**src/rtl/cache_axi_pkg.sv**
```systemverilog
// Shared types and AXI constants for the cache refill read arbiter.
package cache_axi_pkg;

    typedef enum logic [1:0] {IDLE, ADDR, DATA, RET} ArbStateType;

    typedef enum logic {OWN_IC, OWN_DC} OwnerType;

    localparam logic [1:0] AXI_BURST_INCR  = 2'b01;
    localparam logic [2:0] AXI_SIZE_4B     = 3'b010;
    localparam int         LINE_BYTES_LOG2 = 4;

endpackage

```
**src/rtl/cache_axi_rd_arbiter_if.sv**
```systemverilog
// Cache-side refill ports for both caches plus the shared AXI4 AR/R channel.
interface cache_axi_rd_arbiter_if #(
    parameter int ADDR_W         = 32,
    parameter int WORDS_PER_LINE = 4
);
    logic                           ic_rd_req;
    logic [ADDR_W-1:0]              ic_rd_addr;
    logic                           ic_rd_rdy;
    logic                           ic_ret_valid;
    logic [32*WORDS_PER_LINE-1:0]   ic_ret_data;

    logic                           dc_rd_req;
    logic [ADDR_W-1:0]              dc_rd_addr;
    logic                           dc_rd_rdy;
    logic                           dc_ret_valid;
    logic [32*WORDS_PER_LINE-1:0]   dc_ret_data;

    logic [3:0]                     arid;
    logic [ADDR_W-1:0]              araddr;
    logic [7:0]                     arlen;
    logic [2:0]                     arsize;
    logic [1:0]                     arburst;
    logic                           arvalid;
    logic                           arready;
    logic [3:0]                     rid;
    logic [31:0]                    rdata;
    logic [1:0]                     rresp;
    logic                           rlast;
    logic                           rvalid;
    logic                           rready;

    // The arbiter is the master: it owns the AXI request side and the cache replies.
    modport master (
        input  ic_rd_req, ic_rd_addr, dc_rd_req, dc_rd_addr,
        output ic_rd_rdy, ic_ret_valid, ic_ret_data,
        output dc_rd_rdy, dc_ret_valid, dc_ret_data,
        output arid, araddr, arlen, arsize, arburst, arvalid, rready,
        input  arready, rid, rdata, rresp, rlast, rvalid
    );

    modport slave (
        output ic_rd_req, ic_rd_addr, dc_rd_req, dc_rd_addr,
        input  ic_rd_rdy, ic_ret_valid, ic_ret_data,
        input  dc_rd_rdy, dc_ret_valid, dc_ret_data,
        input  arid, araddr, arlen, arsize, arburst, arvalid, rready,
        output arready, rid, rdata, rresp, rlast, rvalid
    );

endinterface

```
**src/rtl/cache_axi_rd_arbiter_rd_line_assembler.sv**
```systemverilog
// Collects R beats into one cache line; the beat index saturates on the last word.
module rd_line_assembler #(
    parameter int WORDS_PER_LINE = 4
) (
    input  logic                         clk,
    input  logic                         resetn,
    input  logic                         beat_en,
    input  logic                         clr,
    input  logic [31:0]                  rdata,
    output logic [32*WORDS_PER_LINE-1:0] line
);

    localparam int                BEAT_W    = (WORDS_PER_LINE > 1) ? $clog2(WORDS_PER_LINE) : 1;
    localparam logic [BEAT_W-1:0] LAST_BEAT = BEAT_W'(WORDS_PER_LINE - 1);

    logic [BEAT_W-1:0]                 beat;
    logic [WORDS_PER_LINE-1:0][31:0]   buffer;

    // clr only rewinds the index, so a short burst leaves older words in place.
    always_ff @(posedge clk) begin
        if (!resetn) begin
            beat   <= '0;
            buffer <= '0;
        end else if (clr) begin
            beat <= '0;
        end else if (beat_en) begin
            buffer[beat] <= rdata;
            if (beat != LAST_BEAT) begin
                beat <= beat + 1'b1;
            end
        end
    end

    assign line = buffer;

endmodule

```
**src/rtl/cache_axi_rd_arbiter.sv**
```systemverilog
// Shares one AXI4 read channel between ICache and DCache line refills.
// Define ARB_ROUND_ROBIN_EN for alternating grants; default is fixed DCache priority.
module cache_axi_rd_arbiter
    import cache_axi_pkg::*;
#(
    parameter int         WORDS_PER_LINE = 4,
    parameter int         ADDR_W         = 32,
    parameter logic [3:0] IC_ID          = 4'd0,
    parameter logic [3:0] DC_ID          = 4'd1
) (
    input  logic                   clk,
    input  logic                   resetn,
    cache_axi_rd_arbiter_if.master bus
);

    ArbStateType                  state;
    ArbStateType                  next_state;
    OwnerType                     owner;
    logic [ADDR_W-1:0]            araddr_q;
    logic                         grant_ic;
    logic                         grant_dc;
    logic                         accept;
    logic [ADDR_W-1:0]            sel_addr;
    logic                         beat_en;
    logic                         clr;
    logic [32*WORDS_PER_LINE-1:0] line;
    logic                         unused_ok;

`ifdef ARB_ROUND_ROBIN_EN
    OwnerType last_owner;
`endif

    // Grants are only offered in IDLE and never while reset is asserted.
    always_comb begin
        grant_ic = 1'b0;
        grant_dc = 1'b0;
        if (resetn && state == IDLE) begin
`ifdef ARB_ROUND_ROBIN_EN
            if (bus.ic_rd_req && bus.dc_rd_req) begin
                grant_dc = (last_owner == OWN_IC);
                grant_ic = (last_owner == OWN_DC);
            end else begin
                grant_ic = bus.ic_rd_req;
                grant_dc = bus.dc_rd_req;
            end
`else
            grant_dc = bus.dc_rd_req;
            grant_ic = bus.ic_rd_req && !bus.dc_rd_req;
`endif
        end
    end

    assign accept   = grant_ic || grant_dc;
    assign sel_addr = grant_dc ? bus.dc_rd_addr : bus.ic_rd_addr;

    always_comb begin
        next_state = state;
        clr        = 1'b0;
        beat_en    = 1'b0;
        case (state)
            IDLE: begin
                if (accept) begin
                    next_state = ADDR;
                    clr        = 1'b1;
                end
            end
            ADDR: begin
                if (bus.arready) begin
                    next_state = DATA;
                end
            end
            DATA: begin
                if (bus.rvalid) begin
                    beat_en = 1'b1;
                    if (bus.rlast) begin
                        next_state = RET;
                    end
                end
            end
            RET:     next_state = IDLE;
            default: next_state = IDLE;
        endcase
    end

    always_ff @(posedge clk) begin
        if (!resetn) begin
            state    <= IDLE;
            owner    <= OWN_IC;
            araddr_q <= '0;
        end else begin
            state <= next_state;
            if (accept) begin
                owner    <= grant_dc ? OWN_DC : OWN_IC;
                araddr_q <= {sel_addr[ADDR_W-1:LINE_BYTES_LOG2], {LINE_BYTES_LOG2{1'b0}}};
            end
        end
    end

`ifdef ARB_ROUND_ROBIN_EN
    always_ff @(posedge clk) begin
        if (!resetn) begin
            last_owner <= OWN_IC;
        end else if (accept) begin
            last_owner <= grant_dc ? OWN_DC : OWN_IC;
        end
    end
`endif

    rd_line_assembler #(
        .WORDS_PER_LINE (WORDS_PER_LINE)
    ) u_assembler (
        .clk     (clk),
        .resetn  (resetn),
        .beat_en (beat_en),
        .clr     (clr),
        .rdata   (bus.rdata),
        .line    (line)
    );

    // AR payload is zeroed outside ADDR so every output reads 0 straight after reset.
    assign bus.arvalid      = (state == ADDR);
    assign bus.araddr       = bus.arvalid ? araddr_q : '0;
    assign bus.arid         = bus.arvalid ? ((owner == OWN_DC) ? DC_ID : IC_ID) : 4'd0;
    assign bus.arlen        = bus.arvalid ? 8'(WORDS_PER_LINE - 1) : 8'd0;
    assign bus.arsize       = bus.arvalid ? AXI_SIZE_4B : 3'd0;
    assign bus.arburst      = bus.arvalid ? AXI_BURST_INCR : 2'd0;
    assign bus.rready       = (state == DATA);

    assign bus.ic_rd_rdy    = grant_ic;
    assign bus.dc_rd_rdy    = grant_dc;
    assign bus.ic_ret_valid = (state == RET) && (owner == OWN_IC);
    assign bus.dc_ret_valid = (state == RET) && (owner == OWN_DC);
    assign bus.ic_ret_data  = line;
    assign bus.dc_ret_data  = line;

    assign unused_ok = ^{bus.rid, bus.rresp, sel_addr[LINE_BYTES_LOG2-1:0]};

endmodule
```
**src/flat_wrapper.sv**
```systemverilog
// flat-port wrapper written by rule: the top's interface ports become plain ports
module cache_axi_rd_arbiter_flat import cache_axi_pkg::*;
#(
    parameter int         WORDS_PER_LINE = 4,
    parameter int         ADDR_W         = 32,
    parameter logic [3:0] IC_ID          = 4'd0,
    parameter logic [3:0] DC_ID          = 4'd1
)
  (clk, resetn, bus_ic_rd_req, bus_ic_rd_addr, bus_dc_rd_req, bus_dc_rd_addr, bus_ic_rd_rdy, bus_ic_ret_valid, bus_ic_ret_data, bus_dc_rd_rdy, bus_dc_ret_valid, bus_dc_ret_data, bus_arid, bus_araddr, bus_arlen, bus_arsize, bus_arburst, bus_arvalid, bus_rready, bus_arready, bus_rid, bus_rdata, bus_rresp, bus_rlast, bus_rvalid);
  cache_axi_rd_arbiter_if #(.ADDR_W(ADDR_W), .WORDS_PER_LINE(WORDS_PER_LINE)) bus_i ();
  input  logic clk;
  input  logic resetn;
  input wire logic [$bits(bus_i.ic_rd_req)-1:0] bus_ic_rd_req;
  input wire logic [$bits(bus_i.ic_rd_addr)-1:0] bus_ic_rd_addr;
  input wire logic [$bits(bus_i.dc_rd_req)-1:0] bus_dc_rd_req;
  input wire logic [$bits(bus_i.dc_rd_addr)-1:0] bus_dc_rd_addr;
  output wire logic [$bits(bus_i.ic_rd_rdy)-1:0] bus_ic_rd_rdy;
  output wire logic [$bits(bus_i.ic_ret_valid)-1:0] bus_ic_ret_valid;
  output wire logic [$bits(bus_i.ic_ret_data)-1:0] bus_ic_ret_data;
  output wire logic [$bits(bus_i.dc_rd_rdy)-1:0] bus_dc_rd_rdy;
  output wire logic [$bits(bus_i.dc_ret_valid)-1:0] bus_dc_ret_valid;
  output wire logic [$bits(bus_i.dc_ret_data)-1:0] bus_dc_ret_data;
  output wire logic [$bits(bus_i.arid)-1:0] bus_arid;
  output wire logic [$bits(bus_i.araddr)-1:0] bus_araddr;
  output wire logic [$bits(bus_i.arlen)-1:0] bus_arlen;
  output wire logic [$bits(bus_i.arsize)-1:0] bus_arsize;
  output wire logic [$bits(bus_i.arburst)-1:0] bus_arburst;
  output wire logic [$bits(bus_i.arvalid)-1:0] bus_arvalid;
  output wire logic [$bits(bus_i.rready)-1:0] bus_rready;
  input wire logic [$bits(bus_i.arready)-1:0] bus_arready;
  input wire logic [$bits(bus_i.rid)-1:0] bus_rid;
  input wire logic [$bits(bus_i.rdata)-1:0] bus_rdata;
  input wire logic [$bits(bus_i.rresp)-1:0] bus_rresp;
  input wire logic [$bits(bus_i.rlast)-1:0] bus_rlast;
  input wire logic [$bits(bus_i.rvalid)-1:0] bus_rvalid;
  assign bus_i.ic_rd_req = bus_ic_rd_req;
  assign bus_i.ic_rd_addr = bus_ic_rd_addr;
  assign bus_i.dc_rd_req = bus_dc_rd_req;
  assign bus_i.dc_rd_addr = bus_dc_rd_addr;
  assign bus_ic_rd_rdy = bus_i.ic_rd_rdy;
  assign bus_ic_ret_valid = bus_i.ic_ret_valid;
  assign bus_ic_ret_data = bus_i.ic_ret_data;
  assign bus_dc_rd_rdy = bus_i.dc_rd_rdy;
  assign bus_dc_ret_valid = bus_i.dc_ret_valid;
  assign bus_dc_ret_data = bus_i.dc_ret_data;
  assign bus_arid = bus_i.arid;
  assign bus_araddr = bus_i.araddr;
  assign bus_arlen = bus_i.arlen;
  assign bus_arsize = bus_i.arsize;
  assign bus_arburst = bus_i.arburst;
  assign bus_arvalid = bus_i.arvalid;
  assign bus_rready = bus_i.rready;
  assign bus_i.arready = bus_arready;
  assign bus_i.rid = bus_rid;
  assign bus_i.rdata = bus_rdata;
  assign bus_i.rresp = bus_rresp;
  assign bus_i.rlast = bus_rlast;
  assign bus_i.rvalid = bus_rvalid;
  cache_axi_rd_arbiter #(.WORDS_PER_LINE(WORDS_PER_LINE), .ADDR_W(ADDR_W), .IC_ID(IC_ID), .DC_ID(DC_ID)) u_core (.clk(clk), .resetn(resetn), .bus(bus_i));
endmodule
```
**config.mk**
```make
export PLATFORM = sky130hd
export DESIGN_NAME = cache_axi_rd_arbiter_flat
export DESIGN_NICKNAME = d
export VERILOG_FILES = /design/src/rtl/cache_axi_pkg.sv /design/src/rtl/cache_axi_rd_arbiter_if.sv /design/src/rtl/cache_axi_rd_arbiter_rd_line_assembler.sv /design/src/rtl/cache_axi_rd_arbiter.sv /design/src/flat_wrapper.sv
export SDC_FILE = /design/constraint.sdc
export NUM_CORES = 1
export LEC_CHECK = 0
export ABC_AREA = 0
export CORE_UTILIZATION = 28
export CTS_BUF_LIST = sky130_fd_sc_hd__clkbuf_2
export CTS_CLUSTER_DIAMETER = 80
export DETAILED_ROUTE_END_ITERATION = 10
export PLACE_DENSITY_LB_ADDON = 0.1
export SLEW_MARGIN = 10
export SYNTH_ARGS = -nofsm -noshare
export SYNTH_HDL_FRONTEND = slang
export SYNTH_SLANG_ARGS = --single-unit
```
**constraint.sdc**
```tcl
create_clock -name clk -period 1.82 [get_ports clk]
set_input_delay 0.273 -clock clk [delete_from_list [all_inputs] [get_ports clk]]
set_output_delay 0.273 -clock clk [all_outputs]
set_load 0.02 [all_outputs]
```
==> key figures, run 1 <==
Run status
  • Outcome: finished, violations left
  • Violated checks: DRC, setup timing

Layout
  • Util after Layout: 42.6%
  • P&R area growth vs syn: 48.2%
  • Share of cells above drive strength 1: 37.0%
  • Non-filler cells in the finished layout: 1404
  • Register Area: 0.00332 mm^2
  • Most frequent cells in the layout: 165 x nand2_1, 158 x mux2i_1, 128 x clkdlybuf4s15_2, 94 x dfxtp_1, 93 x clkdlybuf4s50_1
  • Total Nets Final: 1173
  • Fill count: 2701
  • Area of the multi-input gates: 0.00311 mm^2
  • Most common cell after layout, fill and taps aside: nand2_1

Worst setup path
  • Crit Path Max Fanout: 17
  • Crit Path Class: reg -> out
  • Worst setup EP type: output port
  • Crit path arrival time: 1740 ps
  • Required @ worst endpoint: 1550 ps
  • Critical Path Start Type: flip-flop

Power
  • Leakage power: 0.00546 uW
  • Sw Share: 34.1%
  • Switching power: 2900 uW
  • Max VDD drop: 0.415 mV
  • P_int: 5620 uW
  • Pwr Total: 8520 uW
  • Clock power share: 22.4%
  • Reg power frac: 46.9%
  • PD cells: 761 mW/mm^2
  • Comb power frac: 30.7%

Timing
  • Final max-slew violation count: 0
  • Fin crit period: 2010 ps
  • Setup Skew: 48.3 ps
  • Tcrit/Tclk final: 111%
  • Unrepaired setup endpoints after global routing: true
  • Setup ws final: -194 ps
  • F_max: 497 MHz
  • Setup Viol. Count Final: 37
  • Final count of hold timing violations: 0

Yosys
  • Synth Flop Type: dfxtp_1
  • Post-synth EDFFs: 0
  • Syn Inst Count: 797
  • Mapped cell area: 0.00756 mm^2
  • Sequential area share after synthesis: 42.6%
  • Syn Area/Cell: 9.48 um^2
  • FF+latch count, synth: 161
  • Share of flip-flops with an asynchronous set or reset: 0%
  • Synth warnings: 0
  • Yosys cell types: 24
  • Main area contributors after synthesis: dfxtp_1 43%, mux2i_1 21%, buf_4 15%
  • Post-synth top area cell: dfxtp_1
  • Top cell type's share of synthesized area: 42.6%

Place
  • Dpl hpwl: 17.0 mm
  • Gpl congestion: 0.720
  • Setup WS pre-CTS: -100 ps
  • Buffers on Ports: 389
  • Placed Cells: 1369

Clock tree
  • Sink Count: 161
  • Clock root buffer: clkbuf_2
  • H-tree levels: 4
  • Worst skew pair latency: 710 ps
  • Cts bufs inserted: 17
  • TritonCTS clock tree: done
  • Worst-path clk slew: 280 ps
  • Maximum clock path buffer count: 2

Floorplanning
  • Die X: 166 um
  • Starting Density: 28.8%
  • Rows: 59
  • I/O pin count: 420
  • Die ar.: 0.0277 mm^2
  • CORE AREA: 0.0263 mm^2
  • Die Span Y: 166 um

Global routing
  • Total GRT Usage: 16.5%
  • First-pass GRT wire length: 35.0 mm
  • Vias in the first global route: 5887
  • Initial antenna violation count: 1
  • GR Overflow Total: 0
  • Largest net degree at the start of global routing: 72

Drt
  • Iteration-0 DRC Markers: 203
  • DR vias/cell: 4.26
  • Final WL: 23.1 mm
  • Antenna viol nets, final: 0
  • DRT Pass-1 Iters: 9
  • Via count: 5980
  • WL per Instance: 16.5 um
  • Residual DRC: 27

Flow run
  • Maxcap violations: 0

Hold path
  • HP Class: in -> reg
==> critical path: stages, from the launching register on <==
cell	delay, ps
dfxtp_2	400
inv_4	50
ha_4	170
buf_12	140
and2_1	150
buf_2	150
==> stage by stage <==
stage	instance area [um^2]	TNS, ps	hold WS (ps)
2_1_floorplan	7610	0	435
3_3_place_gp	11000	-7530	448
3_5_place_dp	11000	-7460	453
4_1_cts	11400	-10020	31.8
5_1_grt	11200	-10360	47.6
6_report	11200	-6010	143
==> logic make-up after synthesis <==
logic type      count (synthesis)  synth area share (%)
simple gates                  234                  13.8
buf+inv                       201                  18.7
flops                         161                  42.6
mux                           158                  20.9
compound gates                 33                  2.50
fa+ha+maj                       8                  1.32
other cells                     1                0.0496
xor+xnor                        1                 0.116
==> synth_stat cells (all sizes together) (2+ instances only) <==
cell    instances
mux2i         158
ha              8
inv             5
nor2            2
nand4           4
and2           30
nor2b           2
buf           176
nand2         165
nand3          29
o21ai          29
clkbuf         20
dfxtp         161
==> power by group through the flow <==
| stage | combinational, uW | clock (uW) | sequential, uW |
|---|---|---|---|
| 4_1_cts | 2520 | 2040 | 3990 |
| 2_1_floorplan | 1340 | 0 | 4070 |
| 5_1_grt | 2820 | 2160 | 4040 |
| 3_5_place_dp | 2460 | 0 | 4040 |
| 3_3_place_gp | 2470 | 0 | 4030 |
| 6_report | 2620 | 1900 | 4000 |
==> final timing paths <==
kind | startpoint | end | slack (ps) | cells past startpoint
max | u_core.state[1] | bus_araddr[19] | -190 | 5
min | bus_ic_rd_addr[18] | u_core.araddr_q[18] | 140 | 3
max reg2reg | u_core.state[0] | u_core.u_assembler.line[99] | 170 | 8
min reg2reg | u_core.araddr_q[26] | u_core.araddr_q[26] | 490 | 2
==> state kept, by name (all words and copies together), names as in the netlist <==
| register | flops |
|---|---|
| u_core.state | 2 |
| u_core.araddr_q | 28 |
| u_core.u_assembler.beat | 2 |
| u_core.owner | 1 |
| u_core.u_assembler.line | 128 |
==> cell type report <==
cell class / count / share of cell area [%]
Tap cell: 335 / 3.74
Clock inverter: 13 / 1.14
Antenna cell: 1 / 0.0223
Multi-Input combinational cell: 450 / 27.7
Timing Repair Buffer: 421 / 36.7
Clock buffer: 18 / 0.804
Inverter: 5 / 0.212
Sequential cell: 161 / 29.6
==> routing by layer <==
metal	track usage [%]	wire length, um	vias to the layer above
li1	-	-	2967
met1	19.1	9590	2766
met2	28.9	11400	232
met3	5.00	1820	15
met4	5.52	344	0
met5	0	0	-
==> what timing repair did <==
| action | in CTS | in global routing |
|---|---|---|
| hold buffers | 1 | 0 |
| pin swaps | 2 | 2 |
| endpoints found under the setup margin | 295 | 175 |
| gates resized for setup | 866 | 155 |
| buffers inserted | 1 | 1 |
| hold endpoints to repair | 35 | 0 |
No activity file was read; power rests on OpenSTA's default activity.
==> inputs of run 2 (changes only) <==
Settings changed: HOLD_SLACK_MARGIN set to 0.15.
==> run 2 against run 1 <==
Compared with the run above:
- the flow still finishes with violations (DRC, setup timing)
- non-clock buffer count grew 77
- clock skew shrank 2.6 ps
- combinational power grew 7.6%
- core utilization grew 3.0 points
- count of clock-buffer cells in the layout is the same
- critical endpoint is now bus_araddr[23]
==> key figures, run 2 (synthesis results as in run 1) <==
Run status
  • Outcome: finished, violations left
  • Violated checks: DRC, setup timing

Floorplanning
  • I/O pin count: 420 (unchanged)
  • Die ar.: 0.0277 mm^2 (unchanged)
  • Rows: 59 (unchanged)
  • Die Span Y: 166 um (unchanged)
  • Die X: 166 um (unchanged)
  • CORE AREA: 0.0263 mm^2 (unchanged)
  • Starting Density: 28.8% (unchanged)

Layout
  • Most frequent cells in the layout: 165 x nand2_1, 158 x mux2i_1, 128 x clkdlybuf4s15_2, 95 x dfxtp_1
  • Largest register FFs: 128 (unchanged)
  • P&R area growth vs syn: 58.7%
  • Most common cell after layout, fill and taps aside: nand2_1
  • Non-filler cells in the finished layout: 1481 (+5.5%)
  • Util after Layout: 45.6% (+3.0 points)
  • Share of cells above drive strength 1: 35.0% (-2.0 points)
  • Total Nets Final: 1250 (+6.6%)
  • Fill count: 2614 (-3.2%)

Clock tree
  • Worst-path clk slew: 230 ps (-50 ps)
  • Worst skew pair latency: 700 ps (about the same)
  • Sink Count: 161 (unchanged)
  • Clock root buffer: clkbuf_2
  • Maximum clock path buffer count: 2 (unchanged)
  • H-tree levels: 4 (unchanged)
  • Cts bufs inserted: 17 (unchanged)
  • TritonCTS clock tree: done

Timing
  • Setup Viol. Count Final: 37 (unchanged)
  • Setup Skew: 45.7 ps (-2.61 ps)
  • TNS Setup: -6030 ps (-19.4 ps)
  • Final max-slew violation count: 0 (unchanged)
  • Fin crit period: 2010 ps (-3.61 ps)
  • Final count of hold timing violations: 0 (unchanged)
  • Tcrit/Tclk final: 110% (-0.20 points)
  • Worst hold slack: 273 ps (+130 ps)
  • Unrepaired setup endpoints after global routing: true
  • F_max: 498 MHz (+0.18%)
  • Setup ws final: -190 ps (+3.61 ps)

Power
  • Leakage power: 0.00579 uW (+6.1%)
  • Max VDD drop: 0.543 mV (+31%)
  • PD cells: 728 mW/mm^2 (-4.4%)

Worst setup path
  • Crit Path Max Fanout: 17 (unchanged)
  • Crit Path Class: reg -> out
  • Worst setup EP type: output port
  • Required @ worst endpoint: 1550 ps (about the same)
  • Critical Path Start Type: flip-flop
  • Crit path arrival time: 1740 ps (about the same)

Global routing
  • GR Overflow Total: 0 (unchanged)
  • Vias in the first global route: 6283 (+6.7%)
  • Total GRT Usage: 16.9% (+0.42 points)
  • Initial antenna violation count: 1 (unchanged)
  • First-pass GRT wire length: 36.3 mm (+3.7%)
  • Largest net degree at the start of global routing: 72 (unchanged)

Place
  • Gpl congestion: 0.720 (unchanged)
  • Dpl hpwl: 17.0 mm (unchanged)
  • Placed Cells: 1369 (unchanged)
  • Buffers on Ports: 389 (unchanged)

Drt
  • Via count: 6294 (+5.3%)
  • WL met3: 1.64 mm (-10%)
  • Iteration-0 DRC Markers: 243 (+20%)
  • Top sig layer: met4
  • M1 WL: 9.97 mm (+4.0%)
  • Met2 wire length: 11.9 mm (+4.6%)
  • Residual DRC: 27 (unchanged)
  • WL per Instance: 16.1 um (-2.3%)
  • DRT Pass-1 Iters: 7 (-2)
  • Final WL: 23.8 mm (+3.1%)
  • Antenna viol nets, final: 0 (unchanged)
  • DR vias/cell: 4.25 (-0.22%)

Hold path
  • HP Class: in -> reg

Flow run
  • Maxcap violations: 0 (unchanged)
[run 2: final cells by class]
cell class,count,area [um^2],share of cell area [%]
well taps,335,419,3.50
clock inverters,13,128,1.06
inverters,5,23.8,0.198
flip-flops and latches,161,3320,27.6
repair buffers,498,4900,40.9
clock buffers,18,90.1,0.751
diodes,1,2.50,0.0209
multi-input cells,450,3110,26.0
[run 2: where the power goes]
part	switching (uW)	internal, uW	leakage [uW]
sequential	178	3820	0.00134
clock	1390	514	0.000122
combinational	1400	1420	0.00433
total	2960	5760	0.00579
[run 2: metrics by stage]
step	power [uW]	instance area, um^2	worst slack (ps)
after detailed placement	6510	11000	-100
after global routing	9230	12000	-303
after floorplan	5410	7610	92.3
final	8730	12000	-190
after CTS	8680	12100	-290
after global placement	6500	11000	-115
[run 2: per-layer routing]
layer	track usage, %	up-vias
li1	-	3117
met1	19.8	2927
met2	30.2	234
met3	4.43	16
met4	5.11	0
met5	0	-
[run 2: worst max-delay path, stage by stage, from the launching register on]
cell and delay [ps]:
dfxtp_2 400, inv_4 50, ha_4 170, buf_12 150
and2_1 150, buf_2 150
[run 2: final timing paths]
path | startpoint | endpoint | slack (ps) | cells after the start
setup / recovery | u_core.state[1] | bus_araddr[23] | -190 | 5
hold / removal | bus_dc_rd_addr[4] | u_core.araddr_q[4] | 270 | 3
setup reg to reg | u_core.state[0] | u_core.u_assembler.line[99] | 180 | 8
hold reg to reg | u_core.araddr_q[26] | u_core.araddr_q[26] | 490 | 2
[run 2: timing repair]
item / 4_1_cts / 5_1_grt
resized for setup: 866 / 168
endpoints found under the hold margin: 153 / 0
pin swaps: 2 / 2
buffers inserted: 1 / 1
setup endpoints to repair: 295 / 178
hold buffers: 78 / 0
==> inputs of run 3 (changes only) <==
Settings changed: CTS_CLUSTER_DIAMETER 80 to 120.
==> results of run 3 <==
Final layout, timing and power as in run 2 (identical DEF).
